==> src/rtl/audio_mixer_pkg.sv <==
// -----------------------------------------------------------------------------
// audio_mixer_pkg
// Shared constants for the N-channel audio mixer: beeper weights, CTRL
// register bit positions, the mix sequencer state encoding and a helper
// that forms the weighted beeper sum.
// -----------------------------------------------------------------------------
package audio_mixer_pkg;

  localparam logic [7:0] BEEP_SPK = 8'h60;
  localparam logic [7:0] BEEP_EAR = 8'h20;
  localparam logic [7:0] BEEP_MIC = 8'h10;

  localparam int CTRL_MUTE_BIT    = 0;
  localparam int CTRL_BEEP_EN_BIT = 1;
  localparam int CTRL_OVERRUN_BIT = 6;
  localparam int CTRL_CLIP_BIT    = 7;

  typedef enum logic [1:0] {
    ST_IDLE = 2'd0,
    ST_ACC  = 2'd1,
    ST_BEEP = 2'd2,
    ST_SAT  = 2'd3
  } mix_state_e;

  // Largest result is 8'h90, so the 8-bit sum never wraps.
  function automatic logic [7:0] beep_weight(input logic spk, input logic ear,
                                             input logic mic);
    logic [7:0] s;
    s = 8'h00;
    if (spk) s = s + BEEP_SPK;
    if (ear) s = s + BEEP_EAR;
    if (mic) s = s + BEEP_MIC;
    return s;
  endfunction

endpackage

==> src/rtl/sd_modulator.sv <==
// -----------------------------------------------------------------------------
// sd_modulator
// Turns the held mix sample into a 1-bit pin stream.
// Build option: AUDIO_MIXER_SD2_EN selects a second-order modulator;
// otherwise a first-order (carry-out accumulator) modulator is built.
//
// Ports
//   clk       system clock
//   reset     synchronous, active-high; clears integrators and output bit
//   sample_i  unsigned SW-bit sample, evaluated every clock
//   bit_o     registered modulator output
// -----------------------------------------------------------------------------
module sd_modulator #(
  parameter int SW = 8
) (
  input  logic          clk,
  input  logic          reset,
  input  logic [SW-1:0] sample_i,
  output logic          bit_o
);

`ifdef AUDIO_MIXER_SD2_EN
  localparam int IW = SW + 3;
  localparam int EW = IW + 2;
  localparam logic signed [IW-1:0] FS = IW'(2 ** SW);
  localparam logic signed [EW-1:0] HI = EW'((2 ** (IW - 1)) - 1);
  localparam logic signed [EW-1:0] LO = EW'(-(2 ** (IW - 1)));

  logic signed [IW-1:0] i1_q, i1_d, i2_q, i2_d;
  logic signed [IW-1:0] x_s, fb;
  logic signed [EW-1:0] sum1, sum2;
  logic                 bit_q, bit_d;

  // Integrators clamp instead of wrapping so a full-scale input cannot
  // flip the sign of the loop state.
  function automatic logic signed [IW-1:0] clamp(input logic signed [EW-1:0] v);
    if (v > HI) return HI[IW-1:0];
    if (v < LO) return LO[IW-1:0];
    return v[IW-1:0];
  endfunction

  always_comb begin
    // Sample is re-centred to -2^SW..+2^SW-2 so it spans the feedback range.
    x_s   = IW'({2'b00, sample_i, 1'b0}) - FS;
    fb    = bit_q ? FS : -FS;
    sum1  = EW'(i1_q) + EW'(x_s) - EW'(fb);
    sum2  = EW'(i2_q) + EW'(i1_q) - EW'(fb);
    i1_d  = clamp(sum1);
    i2_d  = clamp(sum2);
    bit_d = ~i2_d[IW-1];
  end

  always_ff @(posedge clk) begin
    if (reset) begin
      i1_q  <= '0;
      i2_q  <= '0;
      bit_q <= 1'b0;
    end else begin
      i1_q  <= i1_d;
      i2_q  <= i2_d;
      bit_q <= bit_d;
    end
  end

  assign bit_o = bit_q;
`else
  logic [SW-1:0] sd_q, sd_d;
  logic [SW:0]   sum;
  logic          bit_q, bit_d;

  always_comb begin
    sum   = {1'b0, sd_q} + {1'b0, sample_i};
    sd_d  = sum[SW-1:0];
    bit_d = sum[SW];
  end

  always_ff @(posedge clk) begin
    if (reset) begin
      sd_q  <= '0;
      bit_q <= 1'b0;
    end else begin
      sd_q  <= sd_d;
      bit_q <= bit_d;
    end
  end

  assign bit_o = bit_q;
`endif

endmodule

==> src/rtl/audio_mixer_n.sv <==
// -----------------------------------------------------------------------------
// audio_mixer_n
// N-channel PCM mixer with 4-bit per-channel volume, weighted beeper bits,
// saturation, mute and a sigma-delta pin output. Volume and CTRL live in
// ZX-Uno register space starting at REGBASE.
// Build option: AUDIO_MIXER_SD2_EN (inside sd_modulator) selects the
// second-order modulator; the register file and mix path are unaffected.
//
// Ports
//   clk, reset        clock, synchronous active-high reset
//   addr, ior, iow    ZX-Uno register number, data-port read / write strobe
//   din, dout, oe_n   CPU write data, read data, read-select (low = drive bus)
//   ch_data           NCH packed unsigned SW-bit channels, ch i at [i*SW +: SW]
//   sample_tick       one-cycle strobe starting a mix
//   spk, mic, ear     beeper sources
//   mix_out           last saturated mix
//   mix_strobe        one-cycle pulse when mix_out updates
//   audio_out         modulator bit
//
// State    | meaning
// ---------+--------------------------------------------------------------
// ST_IDLE  | waiting for a tick (live or pending)
// ST_ACC   | one channel multiply-accumulate per clock, idx 0..NCH-1
// ST_BEEP  | add weighted beeper bits when beep_en
// ST_SAT   | scale down, saturate, mute, load mix_out; restart if pending
// -----------------------------------------------------------------------------
module audio_mixer_n
  import audio_mixer_pkg::*;
#(
  parameter int         NCH     = 4,
  parameter int         SW      = 8,
  parameter int         VW      = 4,
  parameter logic [7:0] REGBASE = 8'hF0
) (
  input  logic              clk,
  input  logic              reset,
  input  logic [7:0]        addr,
  input  logic              ior,
  input  logic              iow,
  input  logic [7:0]        din,
  output logic [7:0]        dout,
  output logic              oe_n,
  input  logic [NCH*SW-1:0] ch_data,
  input  logic              sample_tick,
  input  logic              spk,
  input  logic              mic,
  input  logic              ear,
  output logic [SW-1:0]     mix_out,
  output logic              mix_strobe,
  output logic              audio_out
);

  localparam int ACCW = SW + VW + $clog2(NCH + 2);
  localparam int MW   = ACCW - VW;
  localparam int IDXW = (NCH > 1) ? $clog2(NCH) : 1;
  localparam int PW   = SW + VW;

  // ---------------------------------------------------------------------------
  // Register file
  // ---------------------------------------------------------------------------
  logic [VW-1:0] vol_q [NCH];
  logic [VW-1:0] vol_d [NCH];
  logic          mute_q, mute_d;
  logic          beep_en_q, beep_en_d;
  logic          overrun_q, overrun_d;
  logic          clip_q, clip_d;
  logic          overrun_set, clip_set;

  logic [7:0] reg_off;
  logic       in_range;
  logic       ctrl_sel;
  logic [7:0] ctrl_rd;
  logic       unused_din;

  // Offset arithmetic wraps, so addresses below REGBASE land out of range.
  assign reg_off  = addr - REGBASE;
  assign in_range = (reg_off <= 8'(NCH));
  assign ctrl_sel = (reg_off == 8'(NCH));
  assign unused_din = ^din;

  always_comb begin
    ctrl_rd                   = 8'h00;
    ctrl_rd[CTRL_MUTE_BIT]    = mute_q;
    ctrl_rd[CTRL_BEEP_EN_BIT] = beep_en_q;
    ctrl_rd[CTRL_OVERRUN_BIT] = overrun_q;
    ctrl_rd[CTRL_CLIP_BIT]    = clip_q;
  end

  always_comb begin
    oe_n = !(ior && in_range);
    dout = 8'h00;
    if (ctrl_sel) begin
      dout = ctrl_rd;
    end else begin
      for (int i = 0; i < NCH; i++) begin
        if (reg_off == 8'(i)) dout = 8'(vol_q[i]);
      end
    end
  end

  always_comb begin
    vol_d     = vol_q;
    mute_d    = mute_q;
    beep_en_d = beep_en_q;
    overrun_d = overrun_q;
    clip_d    = clip_q;
    if (iow) begin
      for (int i = 0; i < NCH; i++) begin
        if (reg_off == 8'(i)) vol_d[i] = din[VW-1:0];
      end
      if (ctrl_sel) begin
        mute_d    = din[CTRL_MUTE_BIT];
        beep_en_d = din[CTRL_BEEP_EN_BIT];
        if (din[CTRL_OVERRUN_BIT]) overrun_d = 1'b0;
        if (din[CTRL_CLIP_BIT])    clip_d    = 1'b0;
      end
    end
    // A hardware event in the same cycle as a clear must not be lost.
    if (overrun_set) overrun_d = 1'b1;
    if (clip_set)    clip_d    = 1'b1;
  end

  // ---------------------------------------------------------------------------
  // Mix sequencer and MAC
  // ---------------------------------------------------------------------------
  mix_state_e     state_q, state_d;
  logic [IDXW-1:0] idx_q, idx_d;
  logic [ACCW-1:0] acc_q, acc_d;
  logic            pending_q, pending_d;
  logic [SW-1:0]   snap_ch_q  [NCH];
  logic [SW-1:0]   snap_ch_d  [NCH];
  logic [VW-1:0]   snap_vol_q [NCH];
  logic [VW-1:0]   snap_vol_d [NCH];
  logic [SW-1:0]   mix_q, mix_d;
  logic            strobe_q, strobe_d;

  logic            start;
  logic [PW-1:0]   prod;
  logic [MW-1:0]   m;
  logic [SW-1:0]   m_sat;

  assign prod = PW'(snap_ch_q[idx_q]) * PW'(snap_vol_q[idx_q]);
  assign m    = acc_q[ACCW-1:VW];

  always_comb begin
    state_d     = state_q;
    idx_d       = idx_q;
    acc_d       = acc_q;
    pending_d   = pending_q;
    snap_ch_d   = snap_ch_q;
    snap_vol_d  = snap_vol_q;
    mix_d       = mix_q;
    strobe_d    = 1'b0;
    overrun_set = 1'b0;
    clip_set    = 1'b0;
    start       = 1'b0;
    m_sat       = m[SW-1:0];

    unique case (state_q)
      ST_IDLE: begin
        if (sample_tick || pending_q) start = 1'b1;
      end
      ST_ACC: begin
        acc_d = acc_q + ACCW'(prod);
        if (idx_q == IDXW'(NCH - 1)) begin
          idx_d   = '0;
          state_d = ST_BEEP;
        end else begin
          idx_d = idx_q + 1'b1;
        end
      end
      ST_BEEP: begin
        if (beep_en_q) acc_d = acc_q + (ACCW'(beep_weight(spk, ear, mic)) << VW);
        state_d = ST_SAT;
      end
      ST_SAT: begin
        if (m > MW'({SW{1'b1}})) begin
          m_sat    = '1;
          clip_set = 1'b1;
        end
        mix_d    = mute_q ? '0 : m_sat;
        strobe_d = 1'b1;
        state_d  = ST_IDLE;
        // A queued tick starts straight away, skipping the idle cycle.
        if (pending_q) start = 1'b1;
      end
      default: state_d = ST_IDLE;
    endcase

    if (start) begin
      for (int i = 0; i < NCH; i++) snap_ch_d[i] = ch_data[i*SW +: SW];
      snap_vol_d = vol_q;
      acc_d      = '0;
      idx_d      = '0;
      state_d    = ST_ACC;
      pending_d  = 1'b0;
    end

    // Ticks that arrive mid-mix collapse into a single queued tick.
    if (sample_tick && (state_q != ST_IDLE)) begin
      pending_d   = 1'b1;
      overrun_set = 1'b1;
    end
  end

  always_ff @(posedge clk) begin
    if (reset) begin
      state_q   <= ST_IDLE;
      idx_q     <= '0;
      acc_q     <= '0;
      pending_q <= 1'b0;
      mix_q     <= '0;
      strobe_q  <= 1'b0;
      mute_q    <= 1'b0;
      beep_en_q <= 1'b1;
      overrun_q <= 1'b0;
      clip_q    <= 1'b0;
      for (int i = 0; i < NCH; i++) begin
        vol_q[i]      <= '1;
        snap_ch_q[i]  <= '0;
        snap_vol_q[i] <= '0;
      end
    end else begin
      state_q    <= state_d;
      idx_q      <= idx_d;
      acc_q      <= acc_d;
      pending_q  <= pending_d;
      mix_q      <= mix_d;
      strobe_q   <= strobe_d;
      mute_q     <= mute_d;
      beep_en_q  <= beep_en_d;
      overrun_q  <= overrun_d;
      clip_q     <= clip_d;
      vol_q      <= vol_d;
      snap_ch_q  <= snap_ch_d;
      snap_vol_q <= snap_vol_d;
    end
  end

  assign mix_out    = mix_q;
  assign mix_strobe = strobe_q;

  sd_modulator #(
    .SW(SW)
  ) u_sd (
    .clk     (clk),
    .reset   (reset),
    .sample_i(mix_q),
    .bit_o   (audio_out)
  );

endmodule

==> config.mk <==
export PLATFORM = sky130hd
export DESIGN_NAME = audio_mixer_n
export DESIGN_NICKNAME = d
export VERILOG_FILES = /design/src/rtl/audio_mixer_pkg.sv /design/src/rtl/sd_modulator.sv /design/src/rtl/audio_mixer_n.sv
export SDC_FILE = /design/constraint.sdc
export NUM_CORES = 1
export LEC_CHECK = 0
export ABC_AREA = 1
export BUFFER_PORTS_ARGS = -buffer_cell sky130_fd_sc_hd__buf_4
export CAP_MARGIN = 0
export CORE_MARGIN = 2
export CORE_UTILIZATION = 49
export CTS_CLUSTER_DIAMETER = 60
export DETAILED_ROUTE_END_ITERATION = 7
export GPL_ROUTABILITY_DRIVEN = 0
export PLACE_DENSITY = 0.83
export SLEW_MARGIN = 20
export SYNTH_ARGS = -nofsm -noshare
export SYNTH_HDL_FRONTEND = slang
export SYNTH_SLANG_ARGS = --single-unit
==> constraint.sdc <==
create_clock -name clk -period 3.67 [get_ports clk]
set_input_delay 0.5505 -clock clk [delete_from_list [all_inputs] [get_ports clk]]
set_output_delay 0.5505 -clock clk [all_outputs]
set_load 0.05 [all_outputs]
== Word-level counts from Yosys, hierarchy flattened ==
Cells that the tools add are included.

* Flip-flop bits (word level): 106
* Bits of input ports: 56
* Output and inout port bits: 19
* Logic and storage cells: 121

* Add/sub/neg operators: 7
* $mul: 1
* Order comparisons: 3
* Equal/unequal tests: 11
* Muxes and demuxes: 45
* Bitwise logic cells: 1
* Reduce and logical (&&, ||, !) cells: 28

{| class="wikitable"
|+ Operators with widths
! cell !! number
|-
| two-way mux 8 bit || 16
|-
| adder 15 x 12 -> 15 bit || 2
|-
| case mux 15 bit (2 select lines) || 1
|-
| nonzero test 2 bit || 9
|-
| two-way mux 1 bit || 17
|-
| binary-select mux 8 bit (select 2 bit) || 1
|-
| == test 8 x 2 -> 1 bit (second input constant) || 2
|-
| AND reduction 2 bit || 8
|-
| two-way mux 15 bit || 1
|-
| multiplier 8 x 4 -> 12 bit || 1
|-
| two-way mux 4 bit || 3
|-
| greater-than comparator 11 x 8 -> 1 bit (second input constant) || 1
|-
| adder 8 x 8 -> 9 bit || 1
|-
| adder 8 x 5 -> 8 bit (second input constant) || 1
|-
| adder 8 x 6 -> 8 bit (second input constant) || 1
|-
| binary-select mux 4 bit (select 2 bit) || 1
|-
| == test 8 x 1 -> 1 bit (second input constant) || 1
|-
| == test 8 x 3 -> 1 bit (second input constant) || 1
|-
| less-or-equal comparator 8 x 3 -> 1 bit (second input constant) || 1
|-
| zero test 8 bit || 1
|-
| subtractor 8 bit (second input constant) || 1
|-
| two-way mux 7 bit || 1
|-
| == test 2 bit (second input constant) || 3
|-
| case mux 2 bit (3 select lines) || 1
|-
| 16 further kinds || 20
|}

== Longest topological paths before layout ==
* Word-level depth: 14
* Mapped depth: 24
* Depth with buffers taken out: 22

== By module ==
A second synthesis with hierarchy kept.

* Cells, all modules: 933
* Area, all modules: 6590.1 sq um

{| class="wikitable"
|+ By module, submodules not included
! module !! times used !! cells an instance !! area each (sq um) !! seq. area each (sq um)
|-
| audio_mixer_n || 1 || 849 || 6008.3 || 1941.9
|-
| sd_modulator || 1 || 84 || 581.8 || 180.2
|}

== Worst setup path after synthesis ==
OpenSTA, ideal clock, no wires.

* Path type: flip-flop to flip-flop
* Start point: register idx_q[0]
* End point: register acc_q[13]
* Setup time: 0.115 ns
* Arrival: 3.676 ns
* Data required time: 3.555 ns
* Setup slack: -0.121 ns
* Stages on the path, launching flop included: 21
* Buffers on the path: 2
* Period minus slack after synthesis: 3.791 ns
* Cell sequence: dfxtp_1 > buf_6 > buf_6 > nand2_1 > a32oi_1 > inv_2 > nor2_1 > fa_1 > fa_1 > inv_1 > fa_1 > inv_1 > ha_1 > a21oi_2 > nor2_1 > nor2_1 > nand2_1 > nand2_1 > nand2_1 > a21oi_1 > nor2_1

* Longest elaborated chain between the ends: 7
* Elaborated cells between the ends (all ways): 10
* Classes of those cells: 1 x add/sub; 1 x mul; 7 x mux; 1 x bitwise

{| class="wikitable"
|+ Ends and longest elaborated chain
! item !! RTL line !! text
|-
| start, declared || audio_mixer_n.sv:127 || <nowiki>logic [IDXW-1:0] idx_q, idx_d;</nowiki>
|-
| start signal, assigned || audio_mixer_n.sv:225 || <nowiki>idx_q <= idx_d;</nowiki>
|-
| NOT 2 -> 3 bit (not written as such) (*) || audio_mixer_n.sv:142 || <nowiki>assign prod = PW'(snap_ch_q[idx_q]) * PW'(snap_vol_q[idx_q]);</nowiki>
|-
| binary-select mux 8 bit (select 2 bit) / binary-select mux 4 bit (select 2 bit) (equally long branches) || audio_mixer_n.sv:142 ||
|-
| two-way mux 8 bit (not written as such) / two-way mux 4 bit (equally long branches) (2 in series) || audio_mixer_n.sv:142 ||
|-
| multiplier 8 x 4 -> 12 bit (*) || audio_mixer_n.sv:142 ||
|-
| adder 15 x 12 -> 15 bit (*) || audio_mixer_n.sv:164 || <nowiki>acc_d = acc_q + ACCW'(prod);</nowiki>
|-
| case mux 15 bit (2 select lines) (*) || audio_mixer_n.sv:159 || <nowiki>unique case (state_q)</nowiki>
|-
| end signal, assigned || audio_mixer_n.sv:210 || <nowiki>acc_q <= '0;</nowiki>
|-
| end signal, assigned || audio_mixer_n.sv:226 || <nowiki>acc_q <= acc_d;</nowiki>
|-
| end, declared || audio_mixer_n.sv:128 || <nowiki>logic [ACCW-1:0] acc_q, acc_d;</nowiki>
|}

Every way passes the cells marked *; elsewhere a longest branch is shown, timed or not. The select of a mux whose other input is x is not followed.
A chain may end at the register's enable or synchronous reset.

== Final worst setup path ==
* Start point: register idx_q[0]
* End point: register acc_q[14]

The elaborated chain is that of the path after synthesis.

==> flow_metrics.py <==
metrics = {
    "status": {
        "outcome": "finished with violations",
        "violations": "setup timing",
    },
    "setup_path": {
        "ff2ff_setup_slack_ps": -220,
        "arrival_ps": 4140,
        "rr_endpoint": "acc_q[14]$_SDFFE_PP0P_",
        "endpoint_kind": "flip-flop",
        "reg2reg_from": "idx_q[0]$_SDFFE_PP0P_",
        "crit_fanout": 5,
        "critPathRequiredTime_ps": 3910,
        "cp-start-kind": "flip-flop",
        "ff2ff_path_depth": 22,
        "criticalPathCategory": "reg -> reg",
    },
    "logic_synthesis": {
        "yosys.cell_types.count": 45,
        "synthArstFlopShare_pct": 0,
        "synthCells": 913,
        "synth_edf_count": 0,
        "synth_top_flop_cell": "dfxtp_1",
        "ys_seq_elements": 106,
        "yosysSeqAreaShare_pct": 32.2,
        "synth.avg_cell_area_sq_um": 7.23,
        "ys.warnings.count": 0,
        "syn-cell-area_sq_um": 6600,
    },
    "placed_design": {
        "placed_area_sq_um": 7570,
        "dpl.hpwl_mm": 11.4,
        "port_buffers": 70,
    },
    "timing": {
        "setup-violations-final": 11,
        "final.setup_skew_ps": 9.18,
        "slew_violations": 0,
        "rsz0062_at_grt": "yes",
        "worst_pin_slew_ps": 725,
        "fin_crit_ps": 3890,
        "hold_viol": 0,
        "max_slew_margin_pct": 51.7,
        "final.setup.tns_ps": -2070,
        "timing.hold.ws_ps": 436,
        "period_share_pct": 106,
        "fmax_mhz": 257,
        "timing.final.ws_setup_ps": -223,
    },
    "grt": {
        "met1_usage_pct": 29.4,
        "top_usage_layer": "met2",
        "grt_pass1_wl_mm": 27.4,
        "use_met3_pct": 4.99,
        "grt_pass1_vias": 5979,
        "grt_max_degree": 71,
        "antenna_found_initial": 0,
        "grtUsageTotal_pct": 23.3,
        "overflow": 0,
        "grt_util_met2_pct": 39.4,
    },
    "clock_network": {
        "clk_path_buf_depth": 2,
        "holdBufCountCts": 0,
        "htreeDepth": 3,
        "cts.sinks": 106,
        "cts_buffers": 9,
        "clkLatencyLatePin_ps": 350,
        "clk_pin_slew_ps": 70,
        "cts_tree": "done",
        "cts-root-buf": "clkbuf_16",
    },
    "final_layout": {
        "areaGrowthSynthToFinish_pct": 25.5,
        "fillers": 1093,
        "drive_gt1_share_pct": 24.8,
        "diodes": 0,
        "fin_util_pct": 62.8,
        "multi_input_area_sq_um": 4130,
        "ff_latch_area_sq_um": 2130,
        "final_nets": 1137,
        "fin_area_sq_um": 8280,
    },
    "floorplanning": {
        "io_pins": 75,
        "core_area_sq_um": 13200,
        "row_count": 42,
        "start_util_pct": 50.0,
        "die_x_microns": 120,
        "die_area_sq_um": 14400,
        "die_y_microns": 120,
    },
    "routing": {
        "drc": 0,
        "drt_pass1_iterations": 6,
        "avgViaCountPerCell": 5.21,
        "wl_per_cell_microns": 13.9,
        "drt_wl_total_mm": 16.6,
        "drtIter0Drc": 332,
        "ant_nets": 0,
        "vias": 6228,
    },
    "hold_path": {
        "hold_start": "ch_data[0]",
        "whs_path_depth": 3,
        "hold_path_class": "in -> reg",
        "whs_endpoint": "snap_ch_q[24]$_SDFFE_PP0P_",
    },
    "power": {
        "p_per_area_nw_per_um2": 755,
        "ir_drop_mv": 0.369,
        "power_mw": 6.26,
        "p_leak_nw": 3.91,
    },
    "job": {
        "maxCapViolations": 0,
    },
}
-- timing repair --
action                                  in CTS  in global routing
endpoints found under the setup margin      12                 12
resized for setup                           51                 37
pin swaps                                   16                 30
hold endpoints to repair                     0                  0
buffers inserted                             5                  5
cloned                                       1                  0
-- layout by cell type (no fill, tap or decap), drive strengths merged, types with 22 or more instances in the layout --
cell	count
nand2	173
nor2	158
inv	138
buf	121
dfxtp	106
o21ai	79
a21oi	71
ha	43
nand3	27
fa	23
o211ai	22
-- power breakdown --
| part | internal [mW] | leakage (nW) | switching (mW) |
|---|---|---|---|
| Clock | 0.572 | 0.150 | 0.440 |
| Combinational | 1.43 | 2.89 | 2.06 |
| Sequential | 1.50 | 0.868 | 0.254 |
| Total | 3.50 | 3.91 | 2.76 |
-- stage by stage --
| stage | instances | worst slack [ps] |
|---|---|---|
| after floorplan | 914 | 3.55 |
| after global placement | 1170 | -302 |
| after detailed placement | 1170 | -394 |
| after CTS | 1192 | -159 |
| after global routing | 1196 | -418 |
| final | 1196 | -223 |
-- flip-flops by register name (all words and copies together), names as in the netlist, 2 cells and up --
signal	flops
acc_q	15
idx_q	2
mix_out	8
snap_ch_q	32
snap_vol_q	16
state_q	2
u_sd.sd_q	8
vol_q	16
-- metal layers --
layer	wire (microns)	part of all wire, %
met1	7090	43
met2	8220	50
met3	905	5.5
met4	359	2.2
met5	0	0
-- kinds of logic (layout without fill, tap and decap cells) --
kind of cell	after synthesis	after routing	share of synthesized area [%]
buffers and inverters	170	276	10.8
XOR/XNOR	6	6	0.797
AND/OR/NAND/NOR	372	372	24.0
AO/OA/AOI/OAI	192	192	17.0
other	1	2	0.0568
adder cells (fa/ha/maj)	66	66	15.1
flip-flops	106	106	32.2
-- worst max-delay path: stages, from the launching register on --
cell,delay (ps)
dfxtp_4,440
buf_6,130
a21oi_2,50
a32oi_2,270
inv_2,170
nor2_4,140
fa_1,420
fa_1,560
inv_2,50
fa_1,560
inv_2,50
ha_4,300
nand2_4,70
inv_2,50
nand2_1,40
nand2_1,70
nand2_2,60
nand3_2,80
nand2_2,50
nand2_2,70
nand3_2,60
nand2_2,50
nor2_1,40
-- synth_stat cells, types with 2 or more instances --
| library cell | instances | share of area, % |
|---|---|---|
| a21oi_2 | 6 | 0.80 |
| nand3_1 | 26 | 2.0 |
| nand2_1 | 165 | 9.4 |
| o211ai_2 | 3 | 0.57 |
| a32o_1 | 4 | 0.61 |
| clkinv_1 | 2 | 0.11 |
| buf_6 | 4 | 0.68 |
| fa_1 | 23 | 7.0 |
| clkbuf_1 | 6 | 0.34 |
| nor2_4 | 2 | 0.34 |
| nand2_4 | 3 | 0.51 |
| o21ai_0 | 67 | 5.1 |
| a21oi_1 | 65 | 4.9 |
| buf_4 | 7 | 0.80 |
| dfxtp_1 | 106 | 32 |
| ha_1 | 43 | 8.2 |
| inv_2 | 14 | 0.80 |
| nor3_1 | 6 | 0.46 |
| buf_2 | 12 | 0.91 |
| xor2_1 | 3 | 0.40 |
| nand2_8 | 2 | 0.61 |
| o21ai_1 | 12 | 0.91 |
| nand4_1 | 5 | 0.47 |
| nor2_8 | 2 | 0.61 |
| o211ai_1 | 19 | 2.2 |
| nor2_2 | 2 | 0.19 |
| nor2_1 | 152 | 8.6 |
| buf_1 | 2 | 0.11 |
| inv_1 | 122 | 6.9 |
| a31oi_1 | 2 | 0.19 |
| nand2_2 | 3 | 0.28 |
| xnor2_1 | 3 | 0.40 |
| a32oi_1 | 8 | 1.1 |
-- layout make-up --
class / count / area share, %
Clock buffer: 12 / 3.10
Tap cell: 176 / 2.66
Sequential cell: 106 / 25.7
Inverter: 139 / 6.54
Multi-Input combinational cell: 638 / 49.9
Clock inverter: 4 / 0.665
Timing Repair Buffer: 121 / 11.5
-- worst max path at each step --
| stage | start | endpoint | slack (ps) | depth (start not counted) |
|---|---|---|---|---|
| 6_report | idx_q[0]$_SDFFE_PP0P_ | acc_q[14]$_SDFFE_PP0P_ | -220 | 22 |
| 5_1_grt | idx_q[0]$_SDFFE_PP0P_ | acc_q[14]$_SDFFE_PP0P_ | -420 | 22 |
| 4_1_cts | idx_q[0]$_SDFFE_PP0P_ | acc_q[11]$_SDFFE_PP0P_ | -160 | 19 |
| 3_5_place_dp | idx_q[0]$_SDFFE_PP0P_ | acc_q[14]$_SDFFE_PP0P_ | -390 | 21 |
| 3_3_place_gp | idx_q[0]$_SDFFE_PP0P_ | acc_q[14]$_SDFFE_PP0P_ | -300 | 20 |
| 2_1_floorplan | idx_q[0]$_SDFFE_PP0P_ | acc_q[13]$_SDFFE_PP0P_ | 4 | 22 |
Note: power is estimated with default switching activity, not from simulation.
